`config.mk`:
```
export PLATFORM = sky130hd
export DESIGN_NAME = adc_frontend
export DESIGN_NICKNAME = d
export VERILOG_FILES = /design/src/rtl/adc_frontend.sv
export SDC_FILE = /design/constraint.sdc
export NUM_CORES = 1
export LEC_CHECK = 0
export CAP_MARGIN = 20
export CORE_ASPECT_RATIO = 0.8
export CORE_MARGIN = 5
export CORE_UTILIZATION = 33
export CTS_BUF_LIST = sky130_fd_sc_hd__clkbuf_4
export DETAILED_ROUTE_END_ITERATION = 7
export GPL_ROUTABILITY_DRIVEN = 0
export PLACE_DENSITY_LB_ADDON = 0.25
export RECOVER_POWER = 100
export SYNTH_ARGS = -nofsm -noshare
export SYNTH_HDL_FRONTEND = slang
export SYNTH_SLANG_ARGS = --single-unit
```
`constraint.sdc`:
```
create_clock -name clock -period 3.28 [get_ports clock]
set_input_delay 0.656 -clock clock [delete_from_list [all_inputs] [get_ports clock]]
set_output_delay 0.656 -clock clock [all_outputs]
set_load 0.1 [all_outputs]
```
`src/rtl/adc_frontend.sv`:
```
//==============================================================================
// Module   : adc_frontend
// Purpose  : Capture stage of the equalizer audio path. Clocks a 12-bit serial
//            ADC (AD7476A-style frame: 4 leading zeros, then 12 data bits
//            MSB-first) once per sample period. Each offset-binary code is
//            turned into a signed Q(magn).(decim) sample, and a one-cycle
//            strobe is issued alongside it for the band-pass filter bank.
// Ports    : clock      - system clock, rising edge
//            reset      - asynchronous, active-high
//            enable     - run control; frames start only while high
//            adc_sdata  - ADC serial data in
//            adc_cs_n   - ADC chip select, active-low (registered)
//            adc_sclk   - ADC serial clock, idles high (registered)
//            gen_enable - one-cycle new-sample strobe (registered)
//            DataOut    - signed output sample, N bits (registered)
//            err_count  - saturating count of rejected frames (registered)
// Revision : 1.0 - initial release
//==============================================================================
`default_nettype none

module adc_frontend #(
    parameter int decim      = 14,
    parameter int magn       = 8,
    parameter int N          = decim + magn + 1,
    parameter int ADC_BITS   = 12,
    parameter int CLK_DIV    = 4,
    parameter int SAMPLE_DIV = 2268
) (
    input  logic         clock,
    input  logic         reset,
    input  logic         enable,
    input  logic         adc_sdata,
    output logic         adc_cs_n,
    output logic         adc_sclk,
    output logic         gen_enable,
    output logic [N-1:0] DataOut,
    output logic [7:0]   err_count
);

    localparam int c_FRAME_BITS = 16;
    localparam int c_SHIFT      = decim - ADC_BITS + 1;
    localparam int c_CNT_W      = $clog2(SAMPLE_DIV);
    localparam int c_DIV_W      = (CLK_DIV > 1) ? $clog2(CLK_DIV) : 1;
    localparam int c_BITS_W     = 5;

    localparam logic [c_CNT_W-1:0]  c_CNT_MAX  = c_CNT_W'(SAMPLE_DIV - 1);
    localparam logic [c_DIV_W-1:0]  c_DIV_MAX  = c_DIV_W'(CLK_DIV - 1);
    localparam logic [c_BITS_W-1:0] c_LAST_BIT = c_BITS_W'(c_FRAME_BITS);

    typedef enum logic [1:0] {
        S_IDLE  = 2'd0,
        S_SETUP = 2'd1,
        S_LOW   = 2'd2,
        S_HIGH  = 2'd3
    } state_t;

    state_t                 r_state;
    logic [c_CNT_W-1:0]     r_cnt;
    logic [c_DIV_W-1:0]     r_div;
    logic [c_BITS_W-1:0]    r_bits;
    logic [c_FRAME_BITS-1:0] r_shift;

    logic                   w_start;
    logic                   w_div_last;
    logic                   w_frame_ok;
    logic [ADC_BITS-1:0]    w_code;
    logic [ADC_BITS-1:0]    w_twos;
    logic signed [N-1:0]    w_ext;
    logic [N-1:0]           w_sample;

    //--------------------------------------------------------------------------
    // Sample-period counter: free-runs 0..SAMPLE_DIV-1 while enabled and is
    // held at zero otherwise, so re-enabling starts a frame on the very first
    // edge that sees enable high.
    //--------------------------------------------------------------------------
    always_ff @(posedge clock or posedge reset) begin
        if (reset) begin
            r_cnt <= '0;
        end else if (!enable) begin
            r_cnt <= '0;
        end else if (r_cnt == c_CNT_MAX) begin
            r_cnt <= '0;
        end else begin
            r_cnt <= r_cnt + 1'b1;
        end
    end

    assign w_start    = enable && (r_cnt == '0) && (r_state == S_IDLE);
    assign w_div_last = (r_div == c_DIV_MAX);

    // Leading bits of a good frame are always zero; anything else means the
    // serial link slipped and the word is discarded.
    assign w_frame_ok = (r_shift[c_FRAME_BITS-1:ADC_BITS] == '0);
    assign w_code     = r_shift[ADC_BITS-1:0];

    // Offset binary to two's complement is just an MSB flip (code - 2048).
    assign w_twos     = {~w_code[ADC_BITS-1], w_code[ADC_BITS-2:0]};
    assign w_ext      = N'($signed(w_twos));
    assign w_sample   = w_ext <<< c_SHIFT;

    //--------------------------------------------------------------------------
    // Frame sequencer. The ADC shifts its data out on sclk falling edges, so
    // each bit is stable for a full half-period before we capture it on the
    // edge that raises sclk; since sclk is our own register, adc_sdata is
    // synchronous to this clock and needs no resynchroniser.
    //--------------------------------------------------------------------------
    always_ff @(posedge clock or posedge reset) begin
        if (reset) begin
            r_state    <= S_IDLE;
            r_div      <= '0;
            r_bits     <= '0;
            r_shift    <= '0;
            adc_cs_n   <= 1'b1;
            adc_sclk   <= 1'b1;
            gen_enable <= 1'b0;
            DataOut    <= '0;
            err_count  <= '0;
        end else begin
            gen_enable <= 1'b0;

            case (r_state)
                S_IDLE: begin
                    if (w_start) begin
                        adc_cs_n <= 1'b0;
                        r_div    <= '0;
                        r_bits   <= '0;
                        r_state  <= S_SETUP;
                    end
                end

                S_SETUP: begin
                    if (w_div_last) begin
                        r_div    <= '0;
                        adc_sclk <= 1'b0;
                        r_state  <= S_LOW;
                    end else begin
                        r_div <= r_div + 1'b1;
                    end
                end

                S_LOW: begin
                    if (w_div_last) begin
                        r_div    <= '0;
                        adc_sclk <= 1'b1;
                        r_shift  <= {r_shift[c_FRAME_BITS-2:0], adc_sdata};
                        r_bits   <= r_bits + 1'b1;
                        r_state  <= S_HIGH;
                    end else begin
                        r_div <= r_div + 1'b1;
                    end
                end

                S_HIGH: begin
                    if (w_div_last) begin
                        r_div <= '0;
                        if (r_bits == c_LAST_BIT) begin
                            adc_cs_n <= 1'b1;
                            r_state  <= S_IDLE;
                            if (w_frame_ok) begin
                                DataOut    <= w_sample;
                                gen_enable <= 1'b1;
                            end else if (err_count != 8'hFF) begin
                                err_count <= err_count + 1'b1;
                            end
                        end else begin
                            adc_sclk <= 1'b0;
                            r_state  <= S_LOW;
                        end
                    end else begin
                        r_div <= r_div + 1'b1;
                    end
                end

                default: begin
                    r_state  <= S_IDLE;
                    adc_cs_n <= 1'b1;
                    adc_sclk <= 1'b1;
                end
            endcase
        end
    end

endmodule

`default_nettype wire

```
# Word level (Yosys, flattened, before mapping)
# Cells that the tools add are included.
totals:
  register_bits: 60
  inputBits: 4
  output_inout_bits: 34
  elab_cells: 72
op_classes:
  addsub: 4
  eq_ne: 13
  n_mux: 27
  bitwise_logic: 2
  reduce_logical: 16
op_table:
  columns: ["operator", "n"]
  rows:
  - ["12-bit two-way mux", 2]
  - ["2-bit two-way mux", 7]
  - ["12-bit by 1-bit adder with 12-bit output, second input constant", 1]
  - ["12-bit equality test, second input constant", 1]
  - ["12-bit zero test", 1]
  - ["2-bit != test, second input constant", 6]
  - ["4-bit AND reduction", 3]
  - ["1-bit two-way mux", 11]
  - ["5-bit two-way mux", 2]
  - ["5-bit case mux with 2 select lines", 1]
  - ["5-bit AND reduction", 2]
  - ["8-bit by 1-bit adder with 8-bit output, second input constant", 1]
  - ["8-bit != test, second input constant", 1]
  - ["2-bit case mux with 4 select lines", 1]
  - ["2-bit equality test, second input constant", 3]
  - ["5-bit by 1-bit adder with 5-bit output, second input constant", 1]
  - ["5-bit equality test, second input constant", 1]
  - ["4-bit zero test", 1]
  - ["2-bit case mux with 2 select lines", 1]
  - ["2-bit nonzero test", 2]
  - ["1-bit case mux with 3 select lines", 1]
  - ["3-bit AND reduction", 1]
  - ["3-bit nonzero test", 1]
  - ["3-bit OR reduction", 1]
  - ["other kinds (7)", 9]

# Logic depth before layout (Yosys ltp)
# Gate-level depths: netlist of the first run.
depth:
  word_depth: 5
  ltp_mapped: 7

# Least setup slack after synthesis of the first run
# Ideal clock, no wire load.
synth_path:
  path_kind: "register to output"
  from: "register DataOut[14] (netlist name)"
  to: "output DataOut[15]"
  t_arrival_ns: 1.456
  t_required_ns: 2.624
  path_slack_ns: 1.168
  path_stages_with_launch: 2
  cell_sequence: "dfrtp_1 -> buf_4"
synth_rtl:
  columns: ["item", "line", "rtl"]
  rows:
  - ["end, declared", "36", "output logic [N-1:0] DataOut,"]

# Final worst setup path of the first run
layout_path:
  from: "register adc_cs_n"
  to: "output adc_cs_n"
layout_rtl:
  columns: ["item", "line", "rtl"]
  rows:
  - ["start, declared", "33", "output logic adc_cs_n,"]
  - ["start signal, assigned", "113", "adc_cs_n <= 1'b1;"]
  - ["start signal, assigned", "124", "adc_cs_n <= 1'b0;"]
  - ["start signal, assigned", "157", "adc_cs_n <= 1'b1;"]
# No word-level cell between the ends.

==> results.rst, run 1 <==
.. list-table::
   :header-rows: 1

   * - Metric
     - Value
   * - Min cycle time layout
     - 2.49 ns
   * - Sinks on the clock net
     - 60
   * - Number of buffers created by CTS
     - 9
   * - Row cnt
     - 30
   * - Setup TNS
     - 0 ns
   * - Synthesized instance count
     - 242
   * - First drt pass iteration count
     - 4
   * - Final clock period utilization by the worst path
     - 0.759
   * - Drt first-iter violations
     - 80
   * - Cell at the root of the clock tree
     - sky130_fd_sc_hd__clkbuf_4
   * - Die area
     - 10700 µm²
   * - Setup slack of the most critical reg-to-reg path
     - 0.92 ns
   * - Final Power
     - 1.34 mW
   * - Setup repair after global routing missed its margin
     - no
   * - Hold buffer count at CTS
     - 0
   * - Final hold violations
     - 0
   * - H-Tree Level Count
     - 3
   * - Signal arrival time at the worst endpoint
     - 1.83 ns
   * - Clock-pin slew on the worst setup and hold paths
     - 0.11 ns
   * - N_diodes
     - 0
   * - Transition at the pin with the smallest max-transition slack
     - 1.39 ns
   * - Pwr per Cell Area
     - 436 nW/µm²
   * - Share of synthesized area occupied by flip-flops and latches
     - 0.520
   * - Fin. max-slew vios
     - 0
   * - Initial antenna violation count
     - 0
   * - Drc violations
     - 0
   * - Resized Gates After CTS
     - 0
   * - Number of inserted filler cells in the final layout
     - 878
   * - Area of the multi-input gates
     - 1090 µm²
   * - Worst EP required
     - 2.62 ns
   * - Aggregate routed wire length
     - 5150 µm
   * - Share of post-route cells with drive strength above 1
     - 0.123
   * - Critical Path Source
     - adc_cs_n
   * - Remaining antenna violation count after routing
     - 0
   * - Final HPWL DP
     - 3430 µm
   * - Worst-case clock buffer depth
     - 2
   * - Largest voltage drop on the vdd net
     - 0.179 mV
   * - Number of logic stages on the critical path including buffering
     - 1
   * - Total track usage
     - 0.106
   * - Run status
     - finished clean
   * - Worst setup EP type
     - output port
   * - R2R Path Start
     - r_cnt[0]
   * - Final setup vio count
     - 0
   * - Number of global-route vias before repair
     - 1824
   * - Critical Setup Path Class
     - register to output port
   * - Main synth FF type
     - sky130_fd_sc_hd__dfrtp_1
   * - I/O pin count
     - 38
   * - Number of warnings reported in the yosys synthesis log
     - 0
   * - Largest net degree at the start of global routing
     - 32
   * - Worst-path fanout max
     - 3
   * - Setup skew after layout
     - 0.0183 ns
   * - Global-route wire length before repair
     - 8960 µm
   * - Avg Inst Size Synth
     - 12.0 µm²
   * - Post-Route Utilization
     - 0.361
   * - Ordered cell list for the critical path
     - clkbuf_1
   * - Layout-stage area growth over the synthesis result
     - 6.44%
   * - Destination of the critical timing path
     - adc_cs_n
   * - Slowest stage cell, crit path
     - sky130_fd_sc_hd__clkbuf_1
   * - Worst Hold Slack
     - 0.482 ns
   * - Min-delay worst type
     - register to register
   * - Wirelength per Cell
     - 13.3 µm
   * - Die height
     - 93.7 µm
   * - Highest clock frequency the design can meet
     - 402 MHz
   * - Capture instance of the worst register-to-register path
     - r_cnt[4]
   * - Remaining Overflow, GRT
     - 0
   * - Post-synthesis instance area
     - 2890 µm²
   * - Total via count after detailed routing
     - 1831
   * - Input/output buffers
     - 34
   * - Number of unique standard cell types used by synthesis
     - 44
   * - Startpoint type of the worst setup path
     - register
   * - Effective utilization at floorplan
     - 0.340
   * - Count of flip-flops with a built-in enable after synthesis
     - 0
   * - Delay of the slowest cell on the worst path
     - 0.87 ns
   * - Area used by sequential logic in the layout
     - 1500 µm²
   * - Leakage power total
     - 1.41 nW
   * - Via/cell ratio
     - 4.72
   * - Most common library cell in the layout ignoring fill and taps
     - sky130_fd_sc_hd__dfrtp_1
   * - Register bit total from synthesis
     - 60
   * - Buffering stage count on the worst path with inverters included
     - 1
   * - Async set-or-reset flop fraction in the synthesized netlist
     - 1.00
   * - Worst max-slew margin expressed relative to the limit
     - 0.0683
   * - Family with the most delay on the worst path
     - buffers and inverters
   * - Die outline width
     - 115 µm
   * - Number of setup buffers added after CTS
     - 0
   * - Commonest cells after routing, fill and taps aside
     - 58 x sky130_fd_sc_hd__dfrtp_1, 31 x sky130_fd_sc_hd__clkbuf_1, 19 x sky130_fd_sc_hd__nor2_1
   * - Maxcap violations
     - 0
   * - Length in cells of the worst reg-to-reg path
     - 4
   * - Area of the core
     - 8520 µm²
   * - Insertion delay to the later sink of the worst-skew pair
     - 0.41 ns
   * - CTS tree
     - done
   * - Number of nets in the finished design
     - 281
==> per-stage QoR <==
step / area [µm²] / setup slack (ns) / instances
2_1_floorplan: 2900 / 1.14 / 244
3_3_place_gp: 3160 / 0.934 / 372
3_5_place_dp: 3160 / 0.845 / 372
4_1_cts: 3300 / 1.06 / 388
5_1_grt: 3080 / 0.522 / 388
6_report: 3080 / 0.790 / 388
==> layer usage <==
layer  part of all wire  wire length, µm  GRT usage
met2               0.42             2140      0.147
met1               0.51             2620      0.145
met4              0.013               65     0.0386
met3              0.063              325     0.0483
met5                  0                0          0
==> how the worst min path moves through the flow <==
stage                start     endpoint  slack [ns]  cells after the start
3_5_place_dp   r_shift[11]  DataOut[14]        0.47                      1
5_1_grt        r_shift[11]  DataOut[14]        0.51                      1
6_report       r_shift[11]  DataOut[14]        0.48                      1
2_1_floorplan  r_shift[11]  DataOut[14]        0.44                      1
3_3_place_gp   r_shift[11]  DataOut[14]        0.46                      1
4_1_cts        r_shift[11]  DataOut[14]        0.49                      1
==> state kept, by name, indices dropped and copies added, names as in the netlist <==
| signal | cells |
|---|---|
| DataOut | 12 |
| adc_cs_n | 1 |
| adc_sclk | 1 |
| err_count | 8 |
| gen_enable | 1 |
| r_bits | 5 |
| r_cnt | 12 |
| r_div | 2 |
| r_shift | 16 |
| r_state | 2 |
==> cell families (layout without fill, tap and decap cells) <==
kind of cell             count (synthesis)  after routing  share of synthesized area
AND/OR/NAND/NOR                         75             75                      0.146
flip-flops                              60             60                      0.520
buffers and inverters                   32             64                     0.0748
multiplexers                            30             30                      0.138
AO/OA/AOI/OAI                           24             24                     0.0515
XOR/XNOR                                14             14                     0.0424
adder cells (fa/ha/maj)                  6              6                     0.0260
other                                    1              3                    0.00130
==> power breakdown <==
group	switching [mW]	internal, mW
clock	0.300	0.238
sequential	0.00840	0.747
combinational	0.0392	0.0117
==> Yosys cell counts, types with 2 or more instances <==
library cell	number	area [µm²]
sky130_fd_sc_hd__a21oi_1	7	35.0
sky130_fd_sc_hd__and3_1	2	12.5
sky130_fd_sc_hd__and4_1	2	17.5
sky130_fd_sc_hd__buf_12	2	40.0
sky130_fd_sc_hd__buf_4	12	90.1
sky130_fd_sc_hd__buf_6	2	22.5
sky130_fd_sc_hd__clkbuf_1	2	7.51
sky130_fd_sc_hd__dfrtp_1	58	1450
sky130_fd_sc_hd__dfstp_2	2	52.6
sky130_fd_sc_hd__ha_1	6	75.1
sky130_fd_sc_hd__inv_1	12	45.0
sky130_fd_sc_hd__mux2_2	11	124
sky130_fd_sc_hd__mux2_4	17	255
sky130_fd_sc_hd__mux2i_1	2	20.0
sky130_fd_sc_hd__nand2_1	11	41.3
sky130_fd_sc_hd__nand3_1	14	70.1
sky130_fd_sc_hd__nand4_1	7	43.8
sky130_fd_sc_hd__nor2_1	18	67.6
sky130_fd_sc_hd__nor3_1	9	45.0
sky130_fd_sc_hd__nor4_1	2	12.5
sky130_fd_sc_hd__o21ai_0	6	30.0
sky130_fd_sc_hd__o22ai_1	4	25.0
sky130_fd_sc_hd__xnor2_1	6	52.6
sky130_fd_sc_hd__xor2_1	8	70.1
==> final cells by class <==
cell class / instances / area share
flip-flops and latches: 60 / 0.488
multi-input cells: 152 / 0.354
repair buffers: 35 / 0.0492
well taps: 112 / 0.0455
clock inverters: 7 / 0.0240
clock buffers: 9 / 0.0219
inverters: 13 / 0.0167
No activity file was read; power rests on OpenSTA's default activity.
==> run 2, diff against run 1 <==
- clock period: 3.28 -> 2 ns (I/O delays scaled with it)
==> run 2 against run 1 <==
Compared with the run above:
- sequential cell count is the same
- global-route usage about the same
- worst setup slack got worse by 0.63 ns
- clock-buffer cell count stayed put
- clock skew increased by 0.0090 ns
- hold slack lost 0.0045 ns
- utilization rose by 2.2 points
- critical path type is now register to register
- total power is 56% higher
- highest routed layer unchanged
- first-iteration DRC count decreased by 20%
- largest power group unchanged
- largest cell class unchanged
==> results.rst, run 2 (synthesis gave the netlist of run 1 again) <==
.. list-table::
   :header-rows: 1

   * - Metric
     - Value
   * - Run status
     - finished clean (unchanged)
   * - Combinational power share
     - 0.043 (was 0.038)
   * - Cell at the root of the clock tree
     - sky130_fd_sc_hd__clkbuf_4 (unchanged)
   * - Wirelength per Cell
     - 12.8 µm (was 13.3 µm)
   * - Final setup vio count
     - 0 (unchanged)
   * - Signal arrival time at the worst endpoint
     - 2.12 ns (was 1.83 ns)
   * - Max reg flops
     - 16 (unchanged)
   * - Hold buffer count at CTS
     - 0 (unchanged)
   * - H-Tree Level Count
     - 3 (unchanged)
   * - Met1 usage in global routing
     - 0.139 (was 0.145)
   * - First drt pass iteration count
     - 4 (unchanged)
   * - Sinks on the clock net
     - 60 (unchanged)
   * - Worst max-slew margin expressed relative to the limit
     - 0.635 (was 0.0683)
   * - Row cnt
     - 30 (unchanged)
   * - Input/output buffers
     - 34 (unchanged)
   * - Insertion delay to the later sink of the worst-skew pair
     - 0.40 ns (was 0.41 ns)
   * - Capture instance of the worst register-to-register path
     - r_shift[8] (was r_cnt[4])
   * - Worst-case clock buffer depth
     - 2 (unchanged)
   * - Internal power summed over all cells
     - 1.52 mW (was 996 µW)
   * - I/O pin count
     - 38 (unchanged)
   * - Placed cell count
     - 384 (was 372)
   * - Critical Setup Path Class
     - register to register (was register to output port)
   * - Final hold violations
     - 0 (unchanged)
   * - Clock Power Share
     - 0.367 (was 0.400)
   * - Hold path startpoint
     - r_shift[11] (unchanged)
   * - Drc violations
     - 0 (unchanged)
   * - Aggregate routed wire length
     - 5100 µm (was 5150 µm)
   * - Worst-path fanout max
     - 17 (was 3)
   * - Number of nets in the finished design
     - 293 (was 281)
   * - Length in cells of the worst reg-to-reg path
     - 5 (was 4)
   * - Clock-pin slew on the worst setup and hold paths
     - 0.11 ns (about the same)
   * - Die outline width
     - 115 µm (unchanged)
   * - Post-route insts no fill
     - 400 (was 388)
   * - Drt first-iter violations
     - 64 (was 80)
   * - Biggest register
     - r_shift (unchanged)
   * - N_diodes
     - 0 (unchanged)
   * - R2R Path Start
     - r_div[0] (was r_cnt[0])
   * - Transition at the pin with the smallest max-transition slack
     - 0.550 ns (was 1.39 ns)
   * - Setup ws final
     - 0.157 ns (was 0.790 ns)
   * - Highest clock frequency the design can meet
     - 543 MHz
   * - Setup TNS
     - 0 ns (unchanged)
   * - Number of inserted filler cells in the final layout
     - 867 (was 878)
   * - Leakage power total
     - 1.57 nW (was 1.41 nW)
   * - Effective utilization at floorplan
     - 0.340 (unchanged)
   * - Worst EP required
     - 2.27 ns (was 2.62 ns)
   * - Global routing usage on met2
     - 0.160 (was 0.147)
   * - Number of global-route vias before repair
     - 1950 (was 1824)
   * - Post-Place Worst Slack
     - 0.0856 ns (was 0.845 ns)
   * - Total via count after detailed routing
     - 1849 (was 1831)
   * - Layout-stage area growth over the synthesis result
     - 12.9% (was 6.44%)
   * - Number of setup buffers added after CTS
     - 0 (unchanged)
   * - NetSw
     - 577 µW (was 347 µW)
   * - Via/cell ratio
     - 4.62 (was 4.72)
   * - Initial antenna violation count
     - 0 (unchanged)
   * - CTS tree
     - done (unchanged)
   * - Resized Gates After CTS
     - 0 (unchanged)
   * - Relative contribution of sequential cells to total power
     - 0.590 (was 0.562)
   * - Setup slack of the most critical reg-to-reg path
     - 0.16 ns (was 0.92 ns)
   * - Startpoint type of the worst setup path
     - register (unchanged)
   * - Global-route wire length before repair
     - 9090 µm (was 8960 µm)
   * - Maxcap violations
     - 0 (unchanged)
   * - Most common library cell in the layout ignoring fill and taps
     - sky130_fd_sc_hd__dfrtp_1 (unchanged)
   * - Die area
     - 10700 µm² (unchanged)
   * - Total track usage
     - 0.106 (about the same)
   * - Setup skew after layout
     - 0.0274 ns (was 0.0183 ns)
   * - Setup repair after global routing missed its margin
     - no (unchanged)
   * - Cell count of the worst hold path
     - 1 (unchanged)
   * - Die height
     - 93.7 µm (unchanged)
   * - Final HPWL DP
     - 3520 µm (was 3430 µm)
   * - Commonest cells after routing, fill and taps aside
     - 56 x sky130_fd_sc_hd__dfrtp_1, 22 x sky130_fd_sc_hd__clkbuf_2, 19 x sky130_fd_sc_hd__nor2_1 (was 58 x sky130_fd_sc_hd__dfrtp_1, 31 x sky130_fd_sc_hd__clkbuf_1, 19 x sky130_fd_sc_hd__nor2_1)
   * - Remaining Overflow, GRT
     - 0 (unchanged)
   * - Min cycle time layout
     - 1.84 ns
   * - Worst setup EP type
     - register (was output port)
   * - Final clock period utilization by the worst path
     - 0.921
   * - Regs by FF count
     - r_shift (16), DataOut (12), r_cnt (12) (unchanged)
   * - Peak-usage layer in the global routing report
     - met2 (unchanged)
   * - Share of post-route cells with drive strength above 1
     - 0.264 (was 0.123)
   * - Remaining antenna violation count after routing
     - 0 (unchanged)
   * - Pwr per Cell Area
     - 643 nW/µm² (was 436 nW/µm²)
   * - Largest voltage drop on the vdd net
     - 0.354 mV (was 0.179 mV)
   * - Switching part of the total
     - 0.275 (was 0.258)
   * - Largest net degree at the start of global routing
     - 61 (was 32)
   * - Area of the core
     - 8520 µm² (unchanged)
   * - Min-delay worst type
     - register to register (unchanged)
   * - Sink of the worst hold path
     - DataOut[14] (unchanged)
   * - Met3 usage in global routing
     - 0.0451 (was 0.0483)
   * - Fin. max-slew vios
     - 0 (unchanged)
   * - Number of buffers created by CTS
     - 9 (unchanged)
-- run 2: worst max-delay path, stage by stage, from the launching register on --
cell                       delay [ns]
sky130_fd_sc_hd__dfrtp_1         0.39
sky130_fd_sc_hd__ha_1            0.21
sky130_fd_sc_hd__clkbuf_2        0.21
sky130_fd_sc_hd__inv_1           0.12
sky130_fd_sc_hd__or3_4           0.47
sky130_fd_sc_hd__mux2_1          0.34
-- run 2: metrics by stage --
stage	instance area, µm²	util	hold WS, ns	total power, mW
global route	3270	0.383	0.512	2.22
floorplan	2900	-	0.439	1.34
CTS	3550	0.417	0.340	2.16
finish	3270	0.383	0.477	2.10
global placement	3430	0.402	0.464	1.37
detailed placement	3430	0.402	0.470	1.37
-- run 2: layer usage --
metal | vias up | part of all wire
met5 | - | 0
met4 | 0 | 0.0067
met3 | 4 | 0.054
met2 | 34 | 0.45
met1 | 893 | 0.49
li1 | 918 | -
-- run 2: how the worst max path moves through the flow --
| stage | cells past startpoint | end | slack [ns] | startpoint |
|---|---|---|---|---|
| 3_3_place_gp | 6 | r_bits[2] | 0.12 | enable |
| 3_5_place_dp | 6 | r_bits[1] | 0.09 | enable |
| 4_1_cts | 7 | DataOut[12] | 0.14 | r_bits[1] |
| 5_1_grt | 5 | r_cnt[3] | 0.04 | r_cnt[0] |
| 2_1_floorplan | 1 | err_count[0] | -0.01 | reset |
| 6_report | 5 | r_shift[8] | 0.16 | r_div[0] |
-- run 2: power groups by stage --
stage	combinational [mW]	clock (mW)	sequential (mW)
final	0.0911	0.770	1.24
after floorplan	0.0807	0	1.26
after global routing	0.104	0.871	1.24
after detailed placement	0.104	0	1.26
after global placement	0.103	0	1.26
after CTS	0.104	0.818	1.24
-- run 2: final cells by class --
cell class	count	area, µm²	share of cell area
flip-flops and latches	60	1510	0.461
multi-input cells	152	1100	0.337
repair buffers	47	342	0.105
well taps	112	140	0.0429
clock buffers	9	67.6	0.0207
clock inverters	7	57.6	0.0176
inverters	13	51.3	0.0157
==> run 3, diff against run 2 <==
- ABC_CLOCK_PERIOD_IN_PS: unset -> 2000
- RECOVER_POWER: 100 -> 50
- SKIP_CTS_REPAIR_TIMING: unset -> 1
==> run 3 against run 2 <==
Compared with the run above:
- non-clock buffer count unchanged
- clock skew about the same
- clock power rose by 0.5%
- worst setup slack got worse by 0.014 ns
- clock-buffer cell count stayed put
- cell area is 7.5% higher
- sequential share of layout area is 3.2 points lower
- final cell count stayed put
- first-iteration DRC count is 11% lower
- largest power group unchanged
==> results.rst, run 3 (synthesis gave the netlist of run 1 again) <==
.. list-table::
   :header-rows: 1

   * - Metric
     - Value
   * - Run status
     - finished clean (unchanged)
   * - Switching part of the total
     - 0.275 (about the same)
   * - Insertion delay to the later sink of the worst-skew pair
     - 0.40 ns (about the same)
   * - Maxcap violations
     - 0 (unchanged)
   * - Signal arrival time at the worst endpoint
     - 2.14 ns (was 2.12 ns)
   * - Fin. max-slew vios
     - 0 (unchanged)
   * - Sinks on the clock net
     - 60 (unchanged)
   * - Layout-stage area growth over the synthesis result
     - 21.3% (was 12.9%)
   * - H-Tree Level Count
     - 3 (unchanged)
   * - Ordered cell list for the critical path
     - inv_1 -> ha_1 -> and4_1 -> nand2_1 -> nor2_4 -> buf_12 -> mux2_2 (was ha_1 -> clkbuf_2 -> inv_1 -> or3_4 -> mux2_1)
   * - Highest clock frequency the design can meet
     - 539 MHz (was 543 MHz)
   * - First drt pass iteration count
     - 4 (unchanged)
   * - CTS tree
     - done (unchanged)
   * - Max reg flops
     - 16 (unchanged)
   * - Via/cell ratio
     - 4.63 (was 4.62)
   * - Remaining antenna violation count after routing
     - 0 (unchanged)
   * - Die outline width
     - 115 µm (unchanged)
   * - Total track usage
     - 0.106 (unchanged)
   * - Global-route wire length before repair
     - 9090 µm (unchanged)
   * - Startpoint type of the worst setup path
     - register (unchanged)
   * - Worst max-slew margin expressed relative to the limit
     - 0.634 (was 0.635)
   * - Relative contribution of sequential cells to total power
     - 0.586 (was 0.590)
   * - Delay of the slowest cell on the worst path
     - 0.42 ns (was 0.47 ns)
   * - Worst EP required
     - 2.28 ns (was 2.27 ns)
   * - Wirelength per Cell
     - 12.8 µm (about the same)
   * - Setup repair after global routing missed its margin
     - no (unchanged)
   * - Largest net degree at the start of global routing
     - 61 (unchanged)
   * - Most common library cell in the layout ignoring fill and taps
     - sky130_fd_sc_hd__dfrtp_1 (unchanged)
   * - Number of global-route vias before repair
     - 1950 (unchanged)
   * - Regs by FF count
     - r_shift (16), DataOut (12), r_cnt (12) (unchanged)
   * - Die area
     - 10700 µm² (unchanged)
   * - Drt first-iter violations
     - 57 (was 64)
   * - Slowest stage cell, crit path
     - sky130_fd_sc_hd__dfrtp_1 (was sky130_fd_sc_hd__or3_4)
   * - Final clock period utilization by the worst path
     - 0.928 (was 0.921)
   * - Effective utilization at floorplan
     - 0.340 (unchanged)
   * - Worst-case clock buffer depth
     - 2 (unchanged)
   * - Clock-pin slew on the worst setup and hold paths
     - 0.11 ns (about the same)
   * - Clock Power Share
     - 0.366 (was 0.367)
   * - NetSw
     - 582 µW (was 577 µW)
   * - Area used by sequential logic in the layout
     - 1510 µm² (unchanged)
   * - Drc violations
     - 0 (unchanged)
   * - Internal power summed over all cells
     - 1.53 mW (was 1.52 mW)
   * - Biggest register
     - r_shift (unchanged)
   * - Area of the core
     - 8520 µm² (unchanged)
   * - Cell at the root of the clock tree
     - sky130_fd_sc_hd__clkbuf_4 (unchanged)
   * - Number of nets in the finished design
     - 293 (unchanged)
   * - I/O pin count
     - 38 (unchanged)
   * - Final setup vio count
     - 0 (unchanged)
   * - Final Power
     - 2.12 mW (was 2.10 mW)
   * - Commonest cells after routing, fill and taps aside
     - 56 x sky130_fd_sc_hd__dfrtp_1, 18 x sky130_fd_sc_hd__nor2_1, 17 x sky130_fd_sc_hd__mux2_4, 17 x sky130_fd_sc_hd__buf_4, 15 x sky130_fd_sc_hd__buf_12 (was 56 x sky130_fd_sc_hd__dfrtp_1, 22 x sky130_fd_sc_hd__clkbuf_2, 19 x sky130_fd_sc_hd__nor2_1)
   * - Final HPWL DP
     - 3520 µm (unchanged)
   * - Final hold violations
     - 0 (unchanged)
   * - Number of buffers created by CTS
     - 9 (unchanged)
   * - Leakage power total
     - 1.66 nW (was 1.57 nW)
   * - Die height
     - 93.7 µm (unchanged)
   * - Worst Hold Slack
     - 0.478 ns (was 0.477 ns)
   * - Worst-path fanout max
     - 13 (was 17)
   * - Number of inserted filler cells in the final layout
     - 826 (was 867)
   * - Family with the most delay on the worst path
     - simple AND/OR/NAND/NOR gates (unchanged)
   * - Min-delay worst type
     - register to register (unchanged)
   * - Transition at the pin with the smallest max-transition slack
     - 0.551 ns (was 0.550 ns)
   * - Row cnt
     - 30 (unchanged)
   * - Combinational power share
     - 0.047 (was 0.043)
   * - Largest voltage drop on the vdd net
     - 0.376 mV (was 0.354 mV)
   * - Initial antenna violation count
     - 0 (unchanged)
   * - Aggregate routed wire length
     - 5120 µm (was 5100 µm)
   * - Share of post-route cells with drive strength above 1
     - 0.347 (was 0.264)
   * - Buffering stage count on the worst path with inverters included
     - 2 (unchanged)
   * - N_diodes
     - 0 (unchanged)
   * - Worst setup EP type
     - register (unchanged)
   * - Pwr per Cell Area
     - 603 nW/µm² (was 643 nW/µm²)
   * - Input/output buffers
     - 34 (unchanged)
   * - Remaining Overflow, GRT
     - 0 (unchanged)
   * - Area of the multi-input gates
     - 1170 µm² (was 1100 µm²)
   * - Setup skew after layout
     - 0.0277 ns (was 0.0274 ns)
   * - Min cycle time layout
     - 1.86 ns (was 1.84 ns)
   * - Critical Setup Path Class
     - register to register (unchanged)
   * - Total via count after detailed routing
     - 1851 (was 1849)
-- run 3: layer usage --
layer | wire length (µm) | track usage | part of all wire
met5 | 0 | 0 | 0
met4 | 34 | 0.0267 | 0.0066
met3 | 267 | 0.0451 | 0.052
met2 | 2290 | 0.160 | 0.45
met1 | 2540 | 0.139 | 0.50
-- run 3: path summary, 6_finish.rpt --
path / slack, ns / cells past startpoint / startpoint / endpoint
setup / recovery: 0.14 / 7 / r_bits[1] / DataOut[10]
hold / removal: 0.48 / 1 / r_shift[11] / DataOut[14]
setup reg to reg: 0.14 / 7 / r_bits[1] / DataOut[10]
hold reg to reg: 0.48 / 1 / r_shift[11] / DataOut[14]
max in group asynchronous: 1.15 / 3 / reset / adc_cs_n
min in group asynchronous: 0.51 / 3 / reset / r_shift[0]
-- run 3: stage by stage --
step | setup slack [ns] | instances | area, µm² | setup TNS, ns | utilization
5_1_grt | 0.0395 | 400 | 3510 | 0 | 0.412
3_3_place_gp | 0.120 | 384 | 3430 | 0 | 0.402
4_1_cts | 0.138 | 400 | 3550 | 0 | 0.417
6_report | 0.143 | 400 | 3510 | 0 | 0.412
2_1_floorplan | -0.0133 | 244 | 2900 | -0.0265 | -
3_5_place_dp | 0.0856 | 384 | 3430 | 0 | 0.402
-- run 3: worst reg2reg max path, delay by kind of cell, from the launching register on --
family / cells / cell delay (ns)
flip-flops: 1 / 0.42
buffers and inverters: 2 / 0.25
multiplexers: 1 / 0.34
adder cells (fa/ha/maj): 1 / 0.16
AND/OR/NAND/NOR: 3 / 0.59
-- run 3: layout make-up --
class                      instances  area share
timing repair buffer              47       0.148
tap                              112      0.0399
clock buffer                       9      0.0193
inverter                          13      0.0146
sequential                        60       0.429
multi-input combinational        152       0.333
clock inverter                     7      0.0164
-- run 3: power by group through the flow --
stage          combinational, mW  clock, mW  sequential [mW]
2_1_floorplan             0.0807          0             1.26
3_3_place_gp               0.103          0             1.26
3_5_place_dp               0.104          0             1.26
4_1_cts                    0.104      0.818             1.24
5_1_grt                    0.112      0.871             1.24
6_report                   0.100      0.774             1.24
